<file path="config.mk">
export PLATFORM = sky130hd
export DESIGN_NAME = serial_addsub_ctrl
export DESIGN_NICKNAME = d
export VERILOG_FILES = /design/src/rtl/serial_addsub_ctrl.sv
export SDC_FILE = /design/constraint.sdc
export NUM_CORES = 1
export LEC_CHECK = 0
export CAP_MARGIN = 20
export CORE_ASPECT_RATIO = 1.5
export CORE_UTILIZATION = 45
export DETAILED_ROUTE_END_ITERATION = 10
export PLACE_DENSITY = 0.74
export RECOVER_POWER = 50
export SYNTH_ARGS = -nofsm -noshare
export SYNTH_HDL_FRONTEND = slang
export SYNTH_SLANG_ARGS = --single-unit
</file>
<file path="constraint.sdc">
create_clock -name clk -period 1.35 [get_ports clk]
set_input_delay 0.3375 -clock clk [delete_from_list [all_inputs] [get_ports clk]]
set_output_delay 0.3375 -clock clk [all_outputs]
set_load 0.1 [all_outputs]
</file>
<file path="src/rtl/serial_addsub_ctrl.sv">
// rtl/serial_addsub_ctrl.sv - bit-serial adder/subtractor sequencing one 1-bit cell LSB first
module serial_addsub_ctrl #(
    parameter int WIDTH = 8
) (
    input  logic             clk,
    input  logic             rst,
    input  logic             start,
    input  logic             mode,
    input  logic [WIDTH-1:0] a,
    input  logic [WIDTH-1:0] b,
    output logic             busy,
    output logic             done,
    output logic [WIDTH-1:0] result,
    output logic             cout
);
    localparam int CW = (WIDTH > 1) ? $clog2(WIDTH) : 1;

    typedef enum logic [1:0] {
        IDLE = 2'd0,
        RUN  = 2'd1,
        DONE = 2'd2
    } state_t;

    state_t state, state_next;

    logic [WIDTH-1:0] a_sh;
    logic [WIDTH-1:0] b_sh;
    logic [WIDTH-2:0] acc;
    logic [CW-1:0]    cnt;
    logic             cb;
    logic             mode_q;

    logic             last_bit;
    logic             accept;
    logic             cell_s;
    logic             cell_cb;
    logic [WIDTH-1:0] acc_full;

    assign last_bit = (cnt == CW'(WIDTH - 1));
    assign accept   = start && (state == IDLE || state == DONE);

    // One full-adder / full-subtractor cell; mode picks carry or borrow.
    always_comb begin
        cell_s = a_sh[0] ^ b_sh[0] ^ cb;
        if (mode_q) begin
            cell_cb = (~a_sh[0] & b_sh[0]) | (~a_sh[0] & cb) | (b_sh[0] & cb);
        end else begin
            cell_cb = (a_sh[0] & b_sh[0]) | (b_sh[0] & cb) | (a_sh[0] & cb);
        end
    end

    // New bit enters at the MSB; after WIDTH shifts the word is LSB-aligned.
    assign acc_full = {cell_s, acc};

    always_ff @(posedge clk) begin
        if (rst) begin
            state <= IDLE;
        end else begin
            state <= state_next;
        end
    end

    always_comb begin
        state_next = state;
        busy       = 1'b0;
        done       = 1'b0;
        case (state)
            IDLE: begin
                if (start) state_next = RUN;
            end
            RUN: begin
                busy = 1'b1;
                if (last_bit) state_next = DONE;
            end
            DONE: begin
                done       = 1'b1;
                state_next = start ? RUN : IDLE;
            end
            default: state_next = IDLE;
        endcase
    end

    always_ff @(posedge clk) begin
        if (rst) begin
            a_sh   <= '0;
            b_sh   <= '0;
            acc    <= '0;
            cnt    <= '0;
            cb     <= 1'b0;
            mode_q <= 1'b0;
            result <= '0;
            cout   <= 1'b0;
        end else if (accept) begin
            a_sh   <= a;
            b_sh   <= b;
            mode_q <= mode;
            acc    <= '0;
            cnt    <= '0;
            cb     <= 1'b0;
        end else if (state == RUN) begin
            a_sh <= a_sh >> 1;
            b_sh <= b_sh >> 1;
            acc  <= acc_full[WIDTH-1:1];
            cb   <= cell_cb;
            cnt  <= cnt + CW'(1);
            if (last_bit) begin
                result <= acc_full;
                cout   <= cell_cb;
            end
        end
    end
endmodule

</file>
==> impl_metrics.py, run 1 <==
metrics = {
    "outcome": {
        "status": "finished with violations",
        "violations": "setup timing",
    },
    "sta": {
        "slew_headroom_pct": 71.2,
        "slew_violations": 0,
        "period_share_pct": 104,
        "fin_skew_ns": 0.00914,
        "rsz0062_at_grt": "yes",
        "tns_ns": -0.0980,
        "worst_slack_ns": -0.0521,
        "final-hold-violation-count": 0,
        "tightest_slew_ns": 0.431,
        "hold_ws_ns": 0.464,
        "final-setup-viol-count": 2,
        "fmax_mhz": 713,
        "finalCriticalPeriod_ns": 1.40,
    },
    "floorplanning": {
        "io_pins": 31,
        "initial_utilization_pct": 46.6,
        "die_width_um": 50.3,
        "placementRows": 26,
        "coreArea_sq_um": 3380,
        "dieArea_sq_um": 3750,
        "die_h_um": 74.5,
    },
    "pwr": {
        "cellLeakagePower_nw": 0.799,
        "p_per_area_nw_per_um2": 1150,
        "total_power_mw": 2.55,
        "peakVddDrop_mv": 0.896,
    },
    "synthesis": {
        "synth_nets": 203,
        "synth-seq-cells": 39,
        "synth_area_sq_um": 1580,
        "synth_sequential_area_ratio_pct": 49.6,
        "yosysWarnings": 0,
        "avgSynthCellArea_sq_um": 8.80,
        "ys_types": 26,
        "syn_inst": 179,
    },
    "detailed_routing": {
        "wl_per_cell_um": 13.8,
        "drtIter0Drc": 21,
        "first_pass_iters": 4,
        "antenna_left": 0,
        "routed_via_density": 5.30,
        "vias": 1372,
        "drt-total-wl_mm": 3.58,
        "remaining_drc_errors": 0,
    },
    "cts": {
        "cts_root_buf": "clkbuf_8",
        "htree_levels": 2,
        "cts_tree": "built",
        "clockBufferDepth": 2,
        "cts_buffers": 5,
        "clk_pin_slew_ns": 0.07,
        "clock_latency_ns": 0.30,
        "clkSinkCount": 39,
    },
    "place": {
        "portBuffers": 30,
        "postPlaceCellArea_sq_um": 2060,
        "gp_congestion": 0.748,
        "dp_hpwl_mm": 2.42,
        "pre_cts_ws_ns": -0.211,
        "dp.cells": 247,
    },
    "worst_setup_path": {
        "required_ns": 1.01,
        "arrival_ns": 1.06,
        "path_max_fanout": 5,
        "reg2reg_depth": 6,
        "endpoint_kind": "output port",
        "worst_setup_path_start_kind": "register",
        "worstSetupPathType": "reg2out",
    },
    "final_layout": {
        "layout_common_cells": "41 x nand2_1, 34 x dfxtp_1, 19 x nor3_1, 19 x clkdlybuf4s50_1",
        "syn2layout_area_growth_pct": 41.1,
        "final_common_cell": "nand2_1",
        "final_cells": 259,
        "diodes": 0,
        "final_area_sq_um": 2220,
        "postLayoutCoreUtil_pct": 65.7,
        "fill_cells": 281,
        "drive_gt1_share_pct": 24.0,
        "final_nets": 241,
    },
    "hold_path": {
        "min_delay_path_depth": 2,
        "holdCritPathClass": "reg2reg",
    },
    "global_route": {
        "gr-total-overflow": 0,
        "grt.total_usage_pct": 20.9,
        "grt_start_max_net_pins": 29,
        "grt_pass1_wl_mm": 5.71,
        "grt_pass1_vias": 1310,
        "antenna_found_initial": 0,
    },
    "flow_run": {
        "cap_viol_max_count": 0,
    },
}
[where the power goes]
group	leakage, nW	internal (mW)	switching [mW]	total (mW)
logic	0.427	0.191	0.194	0.385
registers	0.320	1.21	0.0391	1.25
clock network	0.0513	0.541	0.379	0.920
total	0.799	1.94	0.612	2.55
[registers in the layout, summed over array words and instances (netlist names)]
register and cells:
a_sh 8, b_sh 8, result 8, acc 7
cnt 3, state 2, cb 1, cout 1
mode_q 1
[path summary, 6_finish.rpt]
check             startpoint   endpoint  slack [ns]
setup / recovery    state[0]       done       -0.05
hold / removal     result[0]  result[0]        0.46
setup reg to reg      cnt[1]  result[3]        0.06
hold reg to reg    result[0]  result[0]        0.46
[cell usage after synthesis]
cell | n | area (sq um)
a21oi_1 | 18 | 90.1
a211oi_2 | 1 | 12.5
nand2b_1 | 3 | 18.8
and3b_1 | 1 | 8.76
clkinv_2 | 1 | 5.00
o22ai_1 | 9 | 56.3
o21a_1 | 1 | 7.51
ha_1 | 2 | 25.0
mux2i_1 | 2 | 20.0
clkbuf_1 | 2 | 7.51
buf_4 | 3 | 22.5
nand3_1 | 2 | 10.0
fa_1 | 2 | 40.0
nand2_1 | 41 | 154
buf_6 | 2 | 22.5
a211oi_1 | 3 | 22.5
buf_2 | 7 | 35.0
nor2_1 | 11 | 41.3
nor2b_1 | 2 | 12.5
inv_1 | 1 | 3.75
a311oi_2 | 4 | 60.1
dfxtp_1 | 39 | 781
a22oi_1 | 1 | 7.51
nand3b_1 | 1 | 7.51
xnor2_1 | 1 | 8.76
nor3_1 | 19 | 95.1
[layer usage]
layer	track usage, %	share of wire [%]	vias to the layer above
met4	13.9	3.4	0
met2	37.9	55	41
li1	-	-	686
met1	20.7	37	634
met3	5.52	4.8	11
met5	0	0	-
[layout make-up]
| cell class | instances | area (sq um) | area share (%) |
|---|---|---|---|
| clock inverter | 1 | 30.0 | 1.35 |
| multi-input combinational | 124 | 754 | 34.0 |
| inverter | 2 | 20.0 | 0.901 |
| sequential | 39 | 787 | 35.4 |
| clock buffer | 6 | 72.6 | 3.27 |
| timing repair buffer | 45 | 505 | 22.7 |
| tap | 42 | 52.6 | 2.36 |
[repair_timing]
item | CTS | global route
setup endpoints to repair | 12 | 15
pin swaps | 3 | 10
resized for setup | 11 | 9
endpoints found under the hold margin | 0 | 0
hold buffers | 0 | 0
buffers inserted | 0 | 5
cloned | 0 | 0
[critical path, stage by stage, from the launching register on]
cell     delay [ns]
dfxtp_2        0.34
buf_6          0.13
nor2b_4        0.12
buf_12         0.18
[kinds of logic (layout without fill, tap and decap cells)]
kind of cell | after synthesis | after routing | synth area share, %
and+or+nand+nor | 80 | 80 | 22.1
DFF | 39 | 39 | 49.6
AOI/OAI and AO/OA | 37 | 37 | 16.3
buffers and inverters | 16 | 54 | 6.12
adders and majority gates | 4 | 4 | 4.13
muxes | 2 | 2 | 1.27
xor gates and xnor gates | 1 | 1 | 0.556
Note: power is estimated with default switching activity, not from simulation.
==> run 2, diff against run 1 <==
--- a/config.mk
+++ b/config.mk
@@ -7,9 +7,10 @@
 export LEC_CHECK = 0
 export CAP_MARGIN = 20
 export CORE_ASPECT_RATIO = 1.5
-export CORE_UTILIZATION = 45
+export CORE_UTILIZATION = 55
 export DETAILED_ROUTE_END_ITERATION = 10
-export PLACE_DENSITY = 0.74
+export DONT_BUFFER_PORTS = 1
+export PLACE_DENSITY = 0.73
 export RECOVER_POWER = 50
 export SYNTH_ARGS = -nofsm -noshare
 export SYNTH_HDL_FRONTEND = slang
==> run 2 against run 1 <==
  * The run still ends with setup timing left
  * Hold slack worse by 0.37 ns
  * Clock-buffer cell count unchanged
  * First-iteration DRC count did not move
  * Clock power increased by 9.8%
  * Critical path depth is the same
  * Largest power group unchanged
==> impl_metrics.py, run 2 (same netlist as run 1, synthesis figures left out) <==
metrics = {
    "final_layout": {
        "syn2layout_area_growth_pct": 31.2,
        "regArea_sq_um": 787,
        "final_cells": 235,
        "final_area_sq_um": 2070,
        "final_common_cell": "nand2_1",
        "diodes": 0,
        "multi_input_area_sq_um": 763,
        "drive_gt1_share_pct": 28.3,
        "layout_common_cells": "40 x nand2_1, 34 x dfxtp_1, 19 x nor3_1",
        "fill_cells": 191,
        "final_nets": 221,
        "top_regs": "a_sh x8, b_sh x8, result x8",
    },
    "place": {
        "dp.cells": 223,
        "pre_cts_ws_ns": -0.0366,
        "postPlaceCellArea_sq_um": 1840,
        "dp_hpwl_mm": 2.25,
        "gp_congestion": 0.795,
        "portBuffers": 0,
    },
    "sta": {
        "finalCriticalPeriod_ns": 1.42,
        "fmax_mhz": 705,
        "tightest_slew_ns": 0.247,
        "final-setup-viol-count": 2,
        "worst_slack_ns": -0.0691,
        "final-hold-violation-count": 0,
        "fin_skew_ns": 0.00656,
        "period_share_pct": 105,
        "slew_violations": 0,
        "slew_headroom_pct": 83.6,
        "rsz0062_at_grt": "yes",
    },
    "pwr": {
        "p_per_area_nw_per_um2": 1240,
        "cellLeakagePower_nw": 0.731,
        "peakVddDrop_mv": 1.27,
    },
    "cts": {
        "cts_tree": "built",
        "clock_latency_ns": 0.30,
        "htree_levels": 2,
        "clkSinkCount": 39,
        "cts_root_buf": "clkbuf_8",
        "cts_hold_buf": 0,
        "clk_pin_slew_ns": 0.08,
        "clockBufferDepth": 2,
        "cts_buffers": 5,
    },
    "floorplanning": {
        "initial_utilization_pct": 58.2,
        "coreArea_sq_um": 2710,
        "die_width_um": 45.7,
        "dieArea_sq_um": 3090,
        "die_h_um": 67.5,
        "placementRows": 23,
        "io_pins": 31,
    },
    "hold_path": {
        "holdCritPathClass": "in2reg",
        "min_delay_path_depth": 1,
        "hold_path_end": "result[4]",
        "min_from": "rst",
    },
    "global_route": {
        "grt_pass1_vias": 1240,
        "antenna_found_initial": 0,
        "grt_start_max_net_pins": 30,
        "gr-total-overflow": 0,
        "grt.total_usage_pct": 25.5,
        "grt_pass1_wl_mm": 5.40,
    },
    "worst_setup_path": {
        "r2r-start": "state[1]",
        "worstSetupPathType": "reg2out",
        "endpoint_kind": "output port",
        "r2r_end": "b_sh[6]",
        "required_ns": 1.01,
        "worst_setup_path_start_kind": "register",
        "path_max_fanout": 3,
        "reg2reg_depth": 6,
        "r2r_slack_ns": 0.06,
        "arrival_ns": 1.08,
    },
    "flow_run": {
        "cap_viol_max_count": 0,
    },
    "detailed_routing": {
        "first_pass_iters": 4,
        "vias": 1305,
        "antenna_left": 0,
        "drtIter0Drc": 21,
        "remaining_drc_errors": 0,
        "drt-total-wl_mm": 3.44,
        "wl_per_cell_um": 14.6,
        "routed_via_density": 5.55,
    },
    "outcome": {
        "violations": "setup timing",
        "status": "finished with violations",
    },
}
-- run 2: final cells by class --
| type | count | area share (%) |
|---|---|---|
| inverter | 2 | 0.484 |
| sequential | 39 | 38.1 |
| multi-input combinational | 124 | 36.9 |
| clock buffer | 6 | 4.00 |
| tap | 37 | 2.24 |
| clock inverter | 2 | 1.69 |
| timing repair buffer | 25 | 16.6 |
-- run 2: power breakdown --
| part | internal [mW] | leakage (nW) | switching (mW) |
|---|---|---|---|
| sequential | 1.21 | 0.320 | 0.0392 |
| combinational | 0.137 | 0.349 | 0.167 |
| clock | 0.598 | 0.0612 | 0.413 |
-- run 2: worst max-delay path, cell delays in order (launching register included) --
cell     delay (ns)
dfxtp_2        0.35
buf_6          0.12
nor2b_4        0.13
buf_12         0.18
-- run 2: metal layers --
layer / routed length (um) / up-vias / global-route usage [%]
met3: 146 / 8 / 8.29
met5: 0 / - / 0
met2: 1840 / 33 / 44.3
li1: - / 644 / -
met1: 1330 / 620 / 24.7
met4: 117 / 0 / 17.3
-- run 2: how the worst max path moves through the flow --
stage / startpoint / end / slack [ns] / depth (start not counted)
after global placement: cnt[0] / result[6] / 0.01 / 6
after global routing: state[0] / done / -0.11 / 3
after CTS: state[1] / busy / -0.07 / 3
after detailed placement: cnt[0] / result[5] / -0.04 / 6
final: state[0] / done / -0.07 / 3
after floorplan: state[0] / busy / -0.02 / 5
-- run 2: what timing repair did --
item,CTS,global route
setup buffers,3,1
hold endpoints to repair,0,0
gates resized for setup,10,14
setup endpoints to repair,9,23
pin swaps,1,2
-- run 2: per-stage QoR --
stage                     TNS, ns  util (%)  hold slack (ns)  total power [mW]
after floorplan           -0.0173         -            0.432              1.49
after global placement          0      67.9            0.410              1.53
after detailed placement  -0.0837      67.9            0.409              1.54
after CTS                  -0.130      74.1           0.0846              2.57
after global routing       -0.170      76.4           0.0734              2.67
final                     -0.0908      76.4           0.0908              2.56
==> run 3, diff against run 2 <==
--- a/config.mk
+++ b/config.mk
@@ -5,12 +5,13 @@
 export SDC_FILE = /design/constraint.sdc
 export NUM_CORES = 1
 export LEC_CHECK = 0
+export ABC_CLOCK_PERIOD_IN_PS = 1350
 export CAP_MARGIN = 20
 export CORE_ASPECT_RATIO = 1.5
 export CORE_UTILIZATION = 55
 export DETAILED_ROUTE_END_ITERATION = 10
 export DONT_BUFFER_PORTS = 1
-export PLACE_DENSITY = 0.73
+export PLACE_DENSITY = 0.77
 export RECOVER_POWER = 50
 export SYNTH_ARGS = -nofsm -noshare
 export SYNTH_HDL_FRONTEND = slang
==> run 3 against run 2 <==
  * The run still ends with setup timing left
  * Fmax down 0.17%
  * Combinational power shrank 2%
  * Sequential power is essentially flat
  * Cell count up 1.3%
  * First-iteration DRC count grew 24%
==> impl_metrics.py, run 3 (same netlist as run 1, synthesis figures left out) <==
metrics = {
    "outcome": {
        "status": "finished with violations",
        "violations": "setup timing",
    },
    "final_layout": {
        "final_cells": 238,
        "final_common_cell": "nand2_1",
        "syn2layout_area_growth_pct": 23.4,
        "top_regs": "a_sh x8, b_sh x8, result x8",
        "layout_common_cells": "40 x nand2_1, 35 x dfxtp_1, 20 x buf_4",
        "postLayoutCoreUtil_pct": 71.9,
        "drive_gt1_share_pct": 25.9,
        "fill_cells": 216,
        "final_nets": 224,
        "diodes": 0,
    },
    "place": {
        "portBuffers": 0,
        "dp.cells": 223,
        "gp_congestion": 0.745,
        "dp_hpwl_mm": 2.31,
    },
    "detailed_routing": {
        "antenna_left": 0,
        "routed_via_density": 5.47,
        "vias": 1303,
        "drt-total-wl_mm": 3.59,
        "first_pass_iters": 4,
        "wl_per_cell_um": 15.1,
        "drtIter0Drc": 26,
        "remaining_drc_errors": 0,
    },
    "worst_setup_path": {
        "r2r_end": "a_sh[2]",
        "crit_path_cell_trace": "buf_6 -> nor2b_4 -> buf_12",
        "worst_setup_path_start_kind": "register",
        "crit_end": "done",
        "path_max_fanout": 3,
        "worstSetupPathType": "reg2out",
        "required_ns": 1.01,
        "path_buf_inv": 2,
        "endpoint_kind": "output port",
        "cp_slowest_cell": "dfxtp_4",
        "crit_family": "flip-flops",
        "reg2reg_depth": 5,
        "r2r_slack_ns": -0.03,
        "startpoint": "state[0]",
        "cp.depth": 3,
        "slowest_delay_ns": 0.37,
        "arrival_ns": 1.08,
        "r2r-start": "state[0]",
    },
    "global_route": {
        "grt.total_usage_pct": 26.8,
        "grt_start_max_net_pins": 30,
        "grt_use_met2_pct": 50.0,
        "gr-total-overflow": 0,
        "gr-max-usage-layer": "met2",
        "antenna_found_initial": 0,
        "grt_pass1_wl_mm": 5.75,
        "use_met3_pct": 5.08,
        "use_met1_pct": 25.1,
        "grt_pass1_vias": 1375,
    },
    "cts": {
        "cts_root_buf": "clkbuf_8",
        "cts_tree": "built",
        "cts_hold_buf": 0,
        "clock_latency_ns": 0.30,
        "clockBufferDepth": 2,
        "htree_levels": 2,
        "cts_buffers": 5,
        "clkSinkCount": 39,
        "clk_pin_slew_ns": 0.07,
    },
    "floorplanning": {
        "die_h_um": 67.5,
        "dieArea_sq_um": 3090,
        "initial_utilization_pct": 58.2,
        "die_width_um": 45.7,
        "io_pins": 31,
        "coreArea_sq_um": 2710,
        "placementRows": 23,
    },
    "hold_path": {
        "min_from": "rst",
        "holdCritPathClass": "in2reg",
        "min_delay_path_depth": 1,
    },
    "sta": {
        "finalCriticalPeriod_ns": 1.42,
        "tightest_slew_ns": 0.429,
        "slew_headroom_pct": 71.4,
        "rsz0062_at_grt": "yes",
        "final-setup-viol-count": 3,
        "final-hold-violation-count": 0,
        "tns_ns": -0.147,
        "fin_skew_ns": 0.00766,
        "hold_ws_ns": 0.0919,
        "slew_violations": 0,
        "worst_slack_ns": -0.0715,
        "period_share_pct": 105,
        "fmax_mhz": 703,
    },
    "pwr": {
        "cellLeakagePower_nw": 0.704,
        "p_per_area_nw_per_um2": 1240,
        "total_power_mw": 2.42,
        "peakVddDrop_mv": 1.10,
    },
    "flow_run": {
        "cap_viol_max_count": 0,
    },
}
run 3: changes by cell type in the layout (fill, tap and decap cells not counted), sizes merged:
| cell | previous run | this run |
|---|---|---|
| bufinv | 1 | 0 |
| inv | 2 | 1 |
| clkbuf | 7 | 12 |
run 3: where the power goes:
group,total (mW),switching [mW],internal [mW]
logic,0.299,0.168,0.131
registers,1.25,0.0418,1.21
clock network,0.869,0.403,0.466
total,2.42,0.613,1.80
run 3: cell type report:
class	instances	area (sq um)	area share, %
tap	37	46.3	2.38
sequential	39	791	40.7
inverter	2	20.0	1.03
clock buffer	8	100	5.15
multi-input combinational	124	752	38.7
timing repair buffer	28	235	12.1
run 3: timing repair:
item | 4_1_cts | 5_1_grt
setup buffers | 5 | 3
endpoints found under the hold margin | 0 | 0
gates resized for setup | 12 | 10
pin swaps | 1 | 4
endpoints found under the setup margin | 9 | 24
cloned | 0 | 0
run 3: how the worst min path moves through the flow:
stage | slack (ns) | to
final | 0.09 | result[1]
after global routing | 0.09 | a_sh[4]
after CTS | 0.09 | state[1]
after detailed placement | 0.41 | a_sh[6]
after global placement | 0.41 | b_sh[6]
after floorplan | 0.43 | result[0]
run 3: layer usage:
metal	vias up	part of all wire [%]
met5	-	0
met4	0	3.7
met3	12	4.2
met2	36	54
met1	603	38
li1	652	-
run 3: stage by stage:
| step | area [sq um] | worst slack [ns] |
|---|---|---|
| after CTS | 2010 | -0.0696 |
| after global routing | 1940 | -0.0837 |
| final | 1940 | -0.0715 |
| after global placement | 1840 | 0.00794 |
| after floorplan | 1580 | -0.0173 |
| after detailed placement | 1840 | -0.112 |
